<file path="config.mk">
export PLATFORM = sky130hd
export DESIGN_NAME = ps2_scancode_decoder
export DESIGN_NICKNAME = d
export VERILOG_FILES = /design/src/rtl/ps2_scancode_decoder.sv
export SDC_FILE = /design/constraint.sdc
export NUM_CORES = 1
export LEC_CHECK = 0
export CORE_ASPECT_RATIO = 0.9
export CORE_MARGIN = 2
export CORE_UTILIZATION = 43
export CTS_BUF_LIST = sky130_fd_sc_hd__clkbuf_4 sky130_fd_sc_hd__clkbuf_8
export DETAILED_ROUTE_END_ITERATION = 16
export PLACE_DENSITY = 0.68
export SLEW_MARGIN = 10
export SYNTH_ARGS = -nofsm -noshare
export SYNTH_HDL_FRONTEND = slang
export SYNTH_SLANG_ARGS = --single-unit
</file>
<file path="constraint.sdc">
create_clock -name CLOCK_50 -period 2.85 [get_ports CLOCK_50]
set_input_delay 0.285 -clock CLOCK_50 [delete_from_list [all_inputs] [get_ports CLOCK_50]]
set_output_delay 0.285 -clock CLOCK_50 [all_outputs]
set_load 0.05 [all_outputs]
</file>
<file path="src/rtl/ps2_scancode_decoder.sv">
// PS/2 Set-2 scan code decoder: bytes -> {break, extended, code} events in a show-ahead FIFO.
// Optional prefix timeout enabled by defining PS2_SCAN_TIMEOUT_EN.
module ps2_scancode_decoder #(
  parameter int FIFO_DEPTH     = 8,
  parameter int TIMEOUT_CYCLES = 2500000
) (
  input  logic                          CLOCK_50,
  input  logic                          reset,
  input  logic [7:0]                    received_data,
  input  logic                          received_data_en,
  output logic                          ev_valid,
  input  logic                          ev_ready,
  output logic [7:0]                    ev_code,
  output logic                          ev_extended,
  output logic                          ev_break,
  output logic [$clog2(FIFO_DEPTH):0]   fill_level,
  output logic                          overflow,
  input  logic                          clr_overflow,
  output logic                          ctrl_valid,
  output logic [7:0]                    ctrl_byte,
  output logic                          seq_error
);

  localparam int AW = $clog2(FIFO_DEPTH);
  localparam int CW = AW + 1;

  typedef enum logic [1:0] {
    IDLE     = 2'd0,
    GOT_E0   = 2'd1,
    GOT_F0   = 2'd2,
    GOT_E0F0 = 2'd3
  } state_t;

  state_t      state_r;
  state_t      nstate_s;
  logic        push_s;
  logic [9:0]  push_data_s;
  logic        ctrl_hit_s;
  logic        seq_err_s;
  logic        ctrl_valid_r;
  logic [7:0]  ctrl_byte_r;
  logic        seq_error_r;

  logic [9:0]    mem_r [FIFO_DEPTH];
  logic [AW-1:0] wr_ptr_r;
  logic [AW-1:0] rd_ptr_r;
  logic [CW-1:0] count_r;
  logic          overflow_r;
  logic          empty_s;
  logic          full_s;
  logic          pop_s;
  logic          wr_en_s;
  logic          drop_s;

  function automatic logic is_ctrl(input logic [7:0] b);
    case (b)
      8'hFA, 8'hAA, 8'hEE, 8'hFE, 8'hFC, 8'hFD, 8'h00, 8'hFF: is_ctrl = 1'b1;
      default:                                                 is_ctrl = 1'b0;
    endcase
  endfunction

`ifdef PS2_SCAN_TIMEOUT_EN
  localparam logic [31:0] TMO_LAST = 32'(TIMEOUT_CYCLES - 1);
  logic [31:0] tmo_cnt_r;

  // Idle-cycle counter, restarted by every byte and held at zero in IDLE
  always_ff @(posedge CLOCK_50) begin
    if (reset) begin
      tmo_cnt_r <= 32'd0;
    end else if (received_data_en || (state_r == IDLE)) begin
      tmo_cnt_r <= 32'd0;
    end else begin
      tmo_cnt_r <= tmo_cnt_r + 32'd1;
    end
  end
`endif

  // Byte decode: next state, event push and control/error detection
  always_comb begin
    nstate_s    = state_r;
    push_s      = 1'b0;
    push_data_s = 10'd0;
    ctrl_hit_s  = 1'b0;
    seq_err_s   = 1'b0;
    if (received_data_en) begin
      case (state_r)
        IDLE: begin
          if (received_data == 8'hE0) begin
            nstate_s = GOT_E0;
          end else if (received_data == 8'hF0) begin
            nstate_s = GOT_F0;
          end else if (is_ctrl(received_data)) begin
            ctrl_hit_s = 1'b1;
          end else begin
            push_s      = 1'b1;
            push_data_s = {1'b0, 1'b0, received_data};
          end
        end
        GOT_E0: begin
          if (received_data == 8'hF0) begin
            nstate_s = GOT_E0F0;
          end else if (received_data == 8'hE0) begin
            nstate_s = GOT_E0;
          end else begin
            push_s      = 1'b1;
            push_data_s = {1'b0, 1'b1, received_data};
            nstate_s    = IDLE;
          end
        end
        GOT_F0, GOT_E0F0: begin
          nstate_s = IDLE;
          if ((received_data == 8'hE0) || (received_data == 8'hF0)) begin
            seq_err_s = 1'b1;
          end else begin
            push_s      = 1'b1;
            push_data_s = {1'b1, (state_r == GOT_E0F0), received_data};
          end
        end
        default: begin
          nstate_s = IDLE;
        end
      endcase
    end else begin
`ifdef PS2_SCAN_TIMEOUT_EN
      if ((state_r != IDLE) && (tmo_cnt_r == TMO_LAST)) begin
        nstate_s  = IDLE;
        seq_err_s = 1'b1;
      end else begin
        nstate_s = state_r;
      end
`else
      nstate_s = state_r;
`endif
    end
  end

  // Prefix FSM with registered control/error pulses
  always_ff @(posedge CLOCK_50) begin
    if (reset) begin
      state_r      <= IDLE;
      ctrl_valid_r <= 1'b0;
      ctrl_byte_r  <= 8'h00;
      seq_error_r  <= 1'b0;
    end else begin
      state_r      <= nstate_s;
      ctrl_valid_r <= ctrl_hit_s;
      seq_error_r  <= seq_err_s;
      if (ctrl_hit_s) begin
        ctrl_byte_r <= received_data;
      end
    end
  end

  assign empty_s = (count_r == CW'(0));
  assign full_s  = (count_r == CW'(FIFO_DEPTH));
  assign pop_s   = ev_ready && !empty_s;
  // A full FIFO still accepts a push when the head leaves in the same cycle
  assign wr_en_s = push_s && (!full_s || pop_s);
  assign drop_s  = push_s && full_s && !pop_s;

  // Event storage; contents need no reset since outputs are gated by empty
  always_ff @(posedge CLOCK_50) begin
    if (wr_en_s) begin
      mem_r[wr_ptr_r] <= push_data_s;
    end
  end

  // FIFO pointers, occupancy and sticky overflow
  always_ff @(posedge CLOCK_50) begin
    if (reset) begin
      wr_ptr_r   <= '0;
      rd_ptr_r   <= '0;
      count_r    <= '0;
      overflow_r <= 1'b0;
    end else begin
      if (wr_en_s) begin
        wr_ptr_r <= wr_ptr_r + AW'(1);
      end
      if (pop_s) begin
        rd_ptr_r <= rd_ptr_r + AW'(1);
      end
      if (wr_en_s && !pop_s) begin
        count_r <= count_r + CW'(1);
      end else if (pop_s && !wr_en_s) begin
        count_r <= count_r - CW'(1);
      end
      if (drop_s) begin
        overflow_r <= 1'b1;
      end else if (clr_overflow) begin
        overflow_r <= 1'b0;
      end
    end
  end

  assign ev_valid    = !empty_s;
  assign ev_code     = empty_s ? 8'h00 : mem_r[rd_ptr_r][7:0];
  assign ev_extended = empty_s ? 1'b0  : mem_r[rd_ptr_r][8];
  assign ev_break    = empty_s ? 1'b0  : mem_r[rd_ptr_r][9];
  assign fill_level  = count_r;
  assign overflow    = overflow_r;
  assign ctrl_valid  = ctrl_valid_r;
  assign ctrl_byte   = ctrl_byte_r;
  assign seq_error   = seq_error_r;

endmodule

</file>
Yosys cells after proc, flatten, opt, wreduce, memory -nomap -nowiden
Memory sizes are Yosys's and may differ from the RTL's. A register that Yosys moved wholly into a read port is not among the register bits.
Cells that the tools add are included.
Storage, ports and cells
  bits in registers: 23
  RAM bits: 80
  input port bits: 13
  output and inout bits: 26
  word-level logic and storage cells: 93
  memories kept: 1
Memory list
  mem_r: depth 8, width 10, rd ports 1, clocked after Yosys merged registers in 1, wr ports 1, RTL line 44  | logic [9:0] mem_r [FIFO_DEPTH];
Cells by class
  $add $sub $neg: 4
  eq/ne operators: 14
  multiplexer cells: 43
  bitwise gates (word level): 2
  reduce and logical (&&, ||, !) cells: 21
Operator list (count)
  8-bit equality test, second input constant: 9
  8-bit two-way mux: 4
  10-bit one-hot mux with 3 select lines: 1
  1-bit two-way mux: 25
  10-bit two-way mux: 2
  9-bit two-way mux: 2
  8-bit zero test: 1
  4-bit two-way mux: 2
  8-bit OR reduction: 1
  3-bit by 1-bit adder with 3-bit output, second input constant: 2
  1-bit logical AND: 6
  2-bit two-way mux: 3
  3-bit two-way mux: 2
  2-bit one-hot mux with 3 select lines: 1
  4-bit by 1-bit adder with 4-bit output, second input constant: 1
  2-bit equality test, second input constant: 2
  4-bit equality test, second input constant: 1
  1-bit zero test: 4
  4-bit zero test: 1
  2-bit nonzero test: 2
  4-bit by 1-bit subtractor with 4-bit output, second input constant: 1
  3-bit inequality test, second input constant: 1
  1-bit one-hot mux with 3 select lines: 1
  3-bit OR reduction: 1
  6 further kinds: 8

Depth between registers and ports, before layout
Gate-level depths: netlist of the first run.
  depth after elaboration: 17
  gate-level depth with buffers: 13
  depth with buffers taken out: 12

Least setup slack after synthesis of the first run
OpenSTA, ideal clock, no wires.
  path kind: reg2reg
  start point: reg count_r[0] (netlist: fill_level[0])
  end point: reg count_r[3] (netlist: fill_level[3])
  library setup time: 0.071 ns
  data arrival time: 2.816 ns
  required time: 2.779 ns
  slack: -0.036 ns
  stages on the path, launching flop included: 12
  buffers on the path: 0
  period minus slack after synthesis: 2.886 ns
  path through: dfxtp_1 nor4_1 inv_1 nand2_1 ha_1 inv_1 ha_1 a21o_1 a21oi_1 xnor2_1 or3_1 a21oi_1
On the way
  longest elaborated chain between the ends: 8
  elaborated cells between the ends (all ways): 16
  classes of those cells: 2 x add/sub; 1 x eq/ne; 2 x mux; 11 x reduce/logical
RTL lines
  start: declaration: RTL line 47  | logic [CW-1:0] count_r;
  start signal: assignment: RTL line 183  | count_r <= count_r + CW'(1);
  start signal: assignment: RTL line 185  | count_r <= count_r - CW'(1);
  4-bit zero test (*): RTL line 154  | assign empty_s = (count_r == CW'(0));
  1-bit zero test (*)
  named net ev_valid: RTL line 11  | output logic ev_valid,
  1-bit logical AND (*): RTL line 156  | assign pop_s = ev_ready && !empty_s;
  1-bit logical OR: RTL line 158  | assign wr_en_s = push_s && (!full_s || pop_s);
  1-bit logical AND: RTL line 158
  1-bit zero test: RTL line 184  | end else if (pop_s && !wr_en_s) begin
  1-bit logical AND: RTL line 184
  2-bit nonzero test (no line)
Mark *: on every way through the listed nets, which the timed path passes. The rest lies on a longest branch. The select of a mux whose other input is x is not followed.
A chain may end at the register's enable or synchronous reset.

Worst setup path in the final report of the first run
  start point: in received_data[6]
  end point: reg count_r[3] (netlist: fill_level[3])
On the way
  longest elaborated chain between the ends: 16
  elaborated cells between the ends (all ways): 31
  classes of those cells: 9 x eq/ne; 14 x mux; 8 x reduce/logical
RTL lines
  start: declaration: RTL line 9  | input logic [7:0] received_data,
  8-bit equality test / 8-bit zero test (equally long branches): RTL line 56  | case (b)
  8-bit OR reduction: RTL line 56
  1-bit two-way mux: RTL line 56
  1-bit two-way mux: RTL line 90  | end else if (received_data == 8'hF0) begin
  1-bit two-way mux: RTL line 88  | if (received_data == 8'hE0) begin
  1-bit two-way mux: RTL line 86  | case (state_r)
  1-bit two-way mux: RTL line 85  | if (received_data_en) begin
  1-bit two-way mux: RTL line 92  | end else if (is_ctrl(received_data)) begin
  1-bit two-way mux: RTL line 90
  1-bit two-way mux: RTL line 88
  1-bit one-hot mux with 3 select lines (*): RTL line 86
  1-bit two-way mux (*): RTL line 85
  1-bit logical AND (*): RTL line 158
  1-bit zero test: RTL line 184
  1-bit logical AND: RTL line 184
  2-bit nonzero test (no line)
Every way passes the cells marked *; elsewhere a longest branch is shown, timed or not. The select of a mux whose other input is x is not followed.

==> results of run 1 <==
==> synthesized netlist by cell type, drive strengths merged <==
library cell / count / area (sq um)
o2111ai: 1 / 8.760
and4: 1 / 8.760
o31ai: 1 / 7.510
nand3: 3 / 15.01
nor4bb: 2 / 20.02
ha: 5 / 62.56
mux2i: 20 / 200.2
or3: 1 / 6.260
nor3b: 2 / 20.02
fa: 1 / 20.02
xor2: 4 / 35.03
or4: 3 / 30.03
and4b: 3 / 30.03
edfxtp: 80 / 2402
inv: 4 / 15.01
o21bai: 1 / 7.510
a21oi: 8 / 43.79
nand4: 2 / 12.51
clkbuf: 7 / 26.28
and3: 4 / 25.02
nor3: 2 / 10.01
and2: 3 / 18.77
nand3b: 1 / 7.510
nand2: 9 / 33.78
a311oi: 1 / 15.01
o21ai: 3 / 18.77
o32a: 1 / 10.01
mux2: 2 / 22.52
and4bb: 1 / 12.51
nor2b: 3 / 18.77
nand2b: 2 / 12.51
nor4: 3 / 18.77
nor2: 34 / 127.6
mux4: 20 / 450.4
and3b: 1 / 8.760
buf: 5 / 36.28
dfxtp: 26 / 520.5
a21o: 1 / 7.510
or2: 1 / 6.260
xnor2: 2 / 17.52
o2bb2ai: 1 / 8.760
==> layout by cell type (no fill, tap or decap), types with 4 or more instances in the layout <==
cell,synthesis,final
mux2i_1,20,20
nand2_1,9,9
mux4_2,20,20
and3_1,4,4
edfxtp_1,80,80
nor2_1,34,34
a21oi_1,7,6
xor2_1,4,4
inv_1,4,4
clkbuf_8,0,9
dfxtp_1,26,24
ha_1,5,5
clkdlybuf4s50_1,0,24
buf_4,0,45
dlymetal6s2s_1,0,4
==> per-stage QoR <==
stage / TNS [ns] / utilization, %
finish: 0 / 54.58
detailed placement: -0.4072 / 52.24
floorplan: 0 / -
global route: -0.01455 / 54.58
CTS: 0 / 54.17
global placement: -0.2951 / 52.24
==> area by class of cell <==
| type | instances | area, sq um | area share, % |
|---|---|---|---|
| sequential | 106 | 2925 | 54.78 |
| multi-input combinational | 153 | 1425 | 26.69 |
| timing repair buffer | 73 | 628.1 | 11.76 |
| tap | 126 | 157.7 | 2.952 |
| clock buffer | 10 | 131.4 | 2.460 |
| clock inverter | 6 | 57.56 | 1.078 |
| inverter | 4 | 15.01 | 0.2812 |
==> cell families after synthesis <==
logic type                 count (synthesis)
xor gates and xnor gates                   6
muxes                                     42
adders and majority gates                  6
AOI/OAI and AO/OA                         18
buffers and inverters                     16
DFF                                      106
and+or+nand+nor                           81
==> worst max-delay path, delay by kind of cell <==
family | cells | cell delay (ns)
AO/OA/AOI/OAI | 4 | 0.66
XOR/XNOR | 2 | 0.25
adder cells (fa/ha/maj) | 2 | 0.42
buffers and inverters | 2 | 0.53
AND/OR/NAND/NOR | 3 | 0.87
==> layer usage <==
layer,vias up,share of wire (%),track usage (%)
met5,-,0,0
met4,0,0.85,3.750
met3,8,3.8,4.784
met2,48,49,25.58
met1,1228,47,21.85
li1,1206,-,-
==> registers in the layout, summed over array words and instances, names as in the netlist, named ones only <==
name / flops
state_r: 2
overflow: 1
fill_level: 4
rd_ptr_r: 3
wr_ptr_r: 3
seq_error: 1
ctrl_byte: 8
ctrl_valid: 1
mem_r: 80
==> final timing paths <==
kind / startpoint / to / slack, ns
max: received_data[6] / fill_level[3] / 0.13
min: received_data[0] / ctrl_byte[0] / 0.29
max reg2reg: fill_level[3] / fill_level[3] / 0.41
min reg2reg: rd_ptr_r[1] / flip-flop / 0.51
==> what timing repair did <==
item / CTS / global route
setup endpoints to repair: 0 / 1
resized for setup: 0 / 9
buffers inserted: 0 / 0
==> power groups by stage <==
stage	sequential (uW)	clock (uW)	combinational, uW
3_3_place_gp	1860	0	1480
3_5_place_dp	1860	0	1500
6_report	1820	875	1500
5_1_grt	1830	970	1620
4_1_cts	1830	907	1510
2_1_floorplan	1910	0	1010
==> flow_metrics.py, run 1 <==
metrics = {
    "status": {
        "status": "finished, final reports clean",
    },
    "floorplanning": {
        "dieArea_sq_um": 11010,
        "num_rows": 34,
        "die_height_um": 99.74,
        "start_util_pct": 44.76,
        "core_sq_um": 9784,
        "io_pins": 39,
        "die_width_um": 110.4,
    },
    "yosys": {
        "synth-compound-area-share_pct": 2.914,
        "yosysWarnings": 0,
        "syn_inst": 275,
        "ys_ff_latch": 106,
        "synth.area.mux_share_pct": 15.37,
        "synth_top_family_by_area": "multiplexers",
        "netlist_area_sq_um": 4379,
        "ys_types": 47,
        "synth_xor_area_share_pct": 1.200,
        "yosys.area_share.simple_pct": 10.11,
        "postSynthAreaPerCell_sq_um": 15.92,
        "yosys.area_share.adder_pct": 1.886,
        "ys_seq_area_share_pct": 66.74,
        "synth_nets": 294,
    },
    "worst_setup_path": {
        "cp.required_ns": 3.15,
        "crit_type": "in -> reg",
        "endpoint_kind": "flip-flop",
        "startpoint_type": "input pin",
        "critical_path.max_stage_delay_ns": 0.50,
        "cp_max_fo": 3,
        "crit_chain": "clkdlybuf4s50_1 > xor2_1 > or4_4 > a21oi_4 > nor3b_2 > ha_1 > inv_1 > ha_1 > a21o_1 > a21oi_2 > xnor2_1 > or3_1 > a21oi_1",
        "crit_path_frequent_cell": "ha_1",
        "cp.arrival_ns": 3.03,
        "cp_slowest_cell": "or4_4",
        "reg2reg_depth": 11,
    },
    "sta": {
        "fmax_mhz": 367.2,
        "slew_headroom_pct": 53.30,
        "slew_viol_final": 0,
        "period_needed_ns": 2.723,
        "hold_ws_ns": 0.2919,
        "fin_skew_ns": 0.01416,
        "fin_ws_ns": 0.1268,
        "setup_viol": 0,
        "final-hold-violation-count": 0,
        "tightest_slew_ns": 0.6996,
        "finalCritPeriodShare_pct": 95.55,
    },
    "cells_and_area": {
        "diodes": 0,
        "syn_to_final_growth_pct": 21.94,
        "fillers": 808,
        "drive_gt1_share_pct": 28.13,
        "finalNonFillerCells": 478,
        "nNetsFinal": 366,
        "final_cell_area_sq_um": 5340,
    },
    "power_and_ir_drop": {
        "swShare_pct": 35.14,
        "p_switching_uw": 1474,
        "clockPowerShare_pct": 20.9,
        "p_leak_uw": 0.001878,
        "intPower_uw": 2721,
        "pwr-share-seq_pct": 43.5,
        "powerDensity_nw_per_um2": 785.5,
        "pwr-share-comb_pct": 35.7,
        "irDropWorstVdd_mv": 0.4270,
        "power_uw": 4195,
    },
    "clock_network": {
        "clock_latency_ns": 0.37,
        "cts.hold.buffers_added": 0,
        "cts_sinks": 106,
        "htree_levels": 3,
        "cts_tree": "done",
        "clk_pin_slew_ns": 0.10,
        "ctsLongestPathBuffers": 2,
        "cts_root_buffer": "clkbuf_8",
        "cts_buffers": 9,
    },
    "placement": {
        "dp_cells": 462,
        "port_buffers": 38,
        "hpwl_um": 5387,
        "gp_congestion": 0.7787,
        "place_ws_ns": -0.3347,
        "dpl_cell_area_sq_um": 5111,
    },
    "global_routing": {
        "grt_usage_pct": 16.07,
        "grt_overflow_total": 0,
        "antenna_found_initial": 0,
        "grt_pass1_wl_um": 13000,
        "grt_max_degree": 21,
        "grt_pass1_vias": 2450,
    },
    "drt": {
        "dr.pass1.iters": 6,
        "wire_per_inst_um": 17.24,
        "detail-route-antenna-nets": 0,
        "num_vias": 2490,
        "drt_iter0_drc": 116,
        "route.detailed.drc": 0,
        "wl_um": 8240,
        "viasPerCell": 5.209,
    },
    "hold_path": {
        "hp-class": "in -> reg",
        "holdPathStages": 3,
    },
    "flow_run": {
        "maxCapViolations": 0,
    },
}
Power figures use the tool's default switching activity.
==> inputs of run 2 (changes only) <==
Settings changed: CAP_MARGIN set to 20.
==> results of run 2 <==
No change in the layout: final DEF, timing and power equal those of run 1.
==> inputs of run 3 (changes only) <==
Settings changed: CAP_MARGIN 20 to 10.
==> results of run 3 <==
No change in the layout: final DEF, timing and power equal those of run 1.
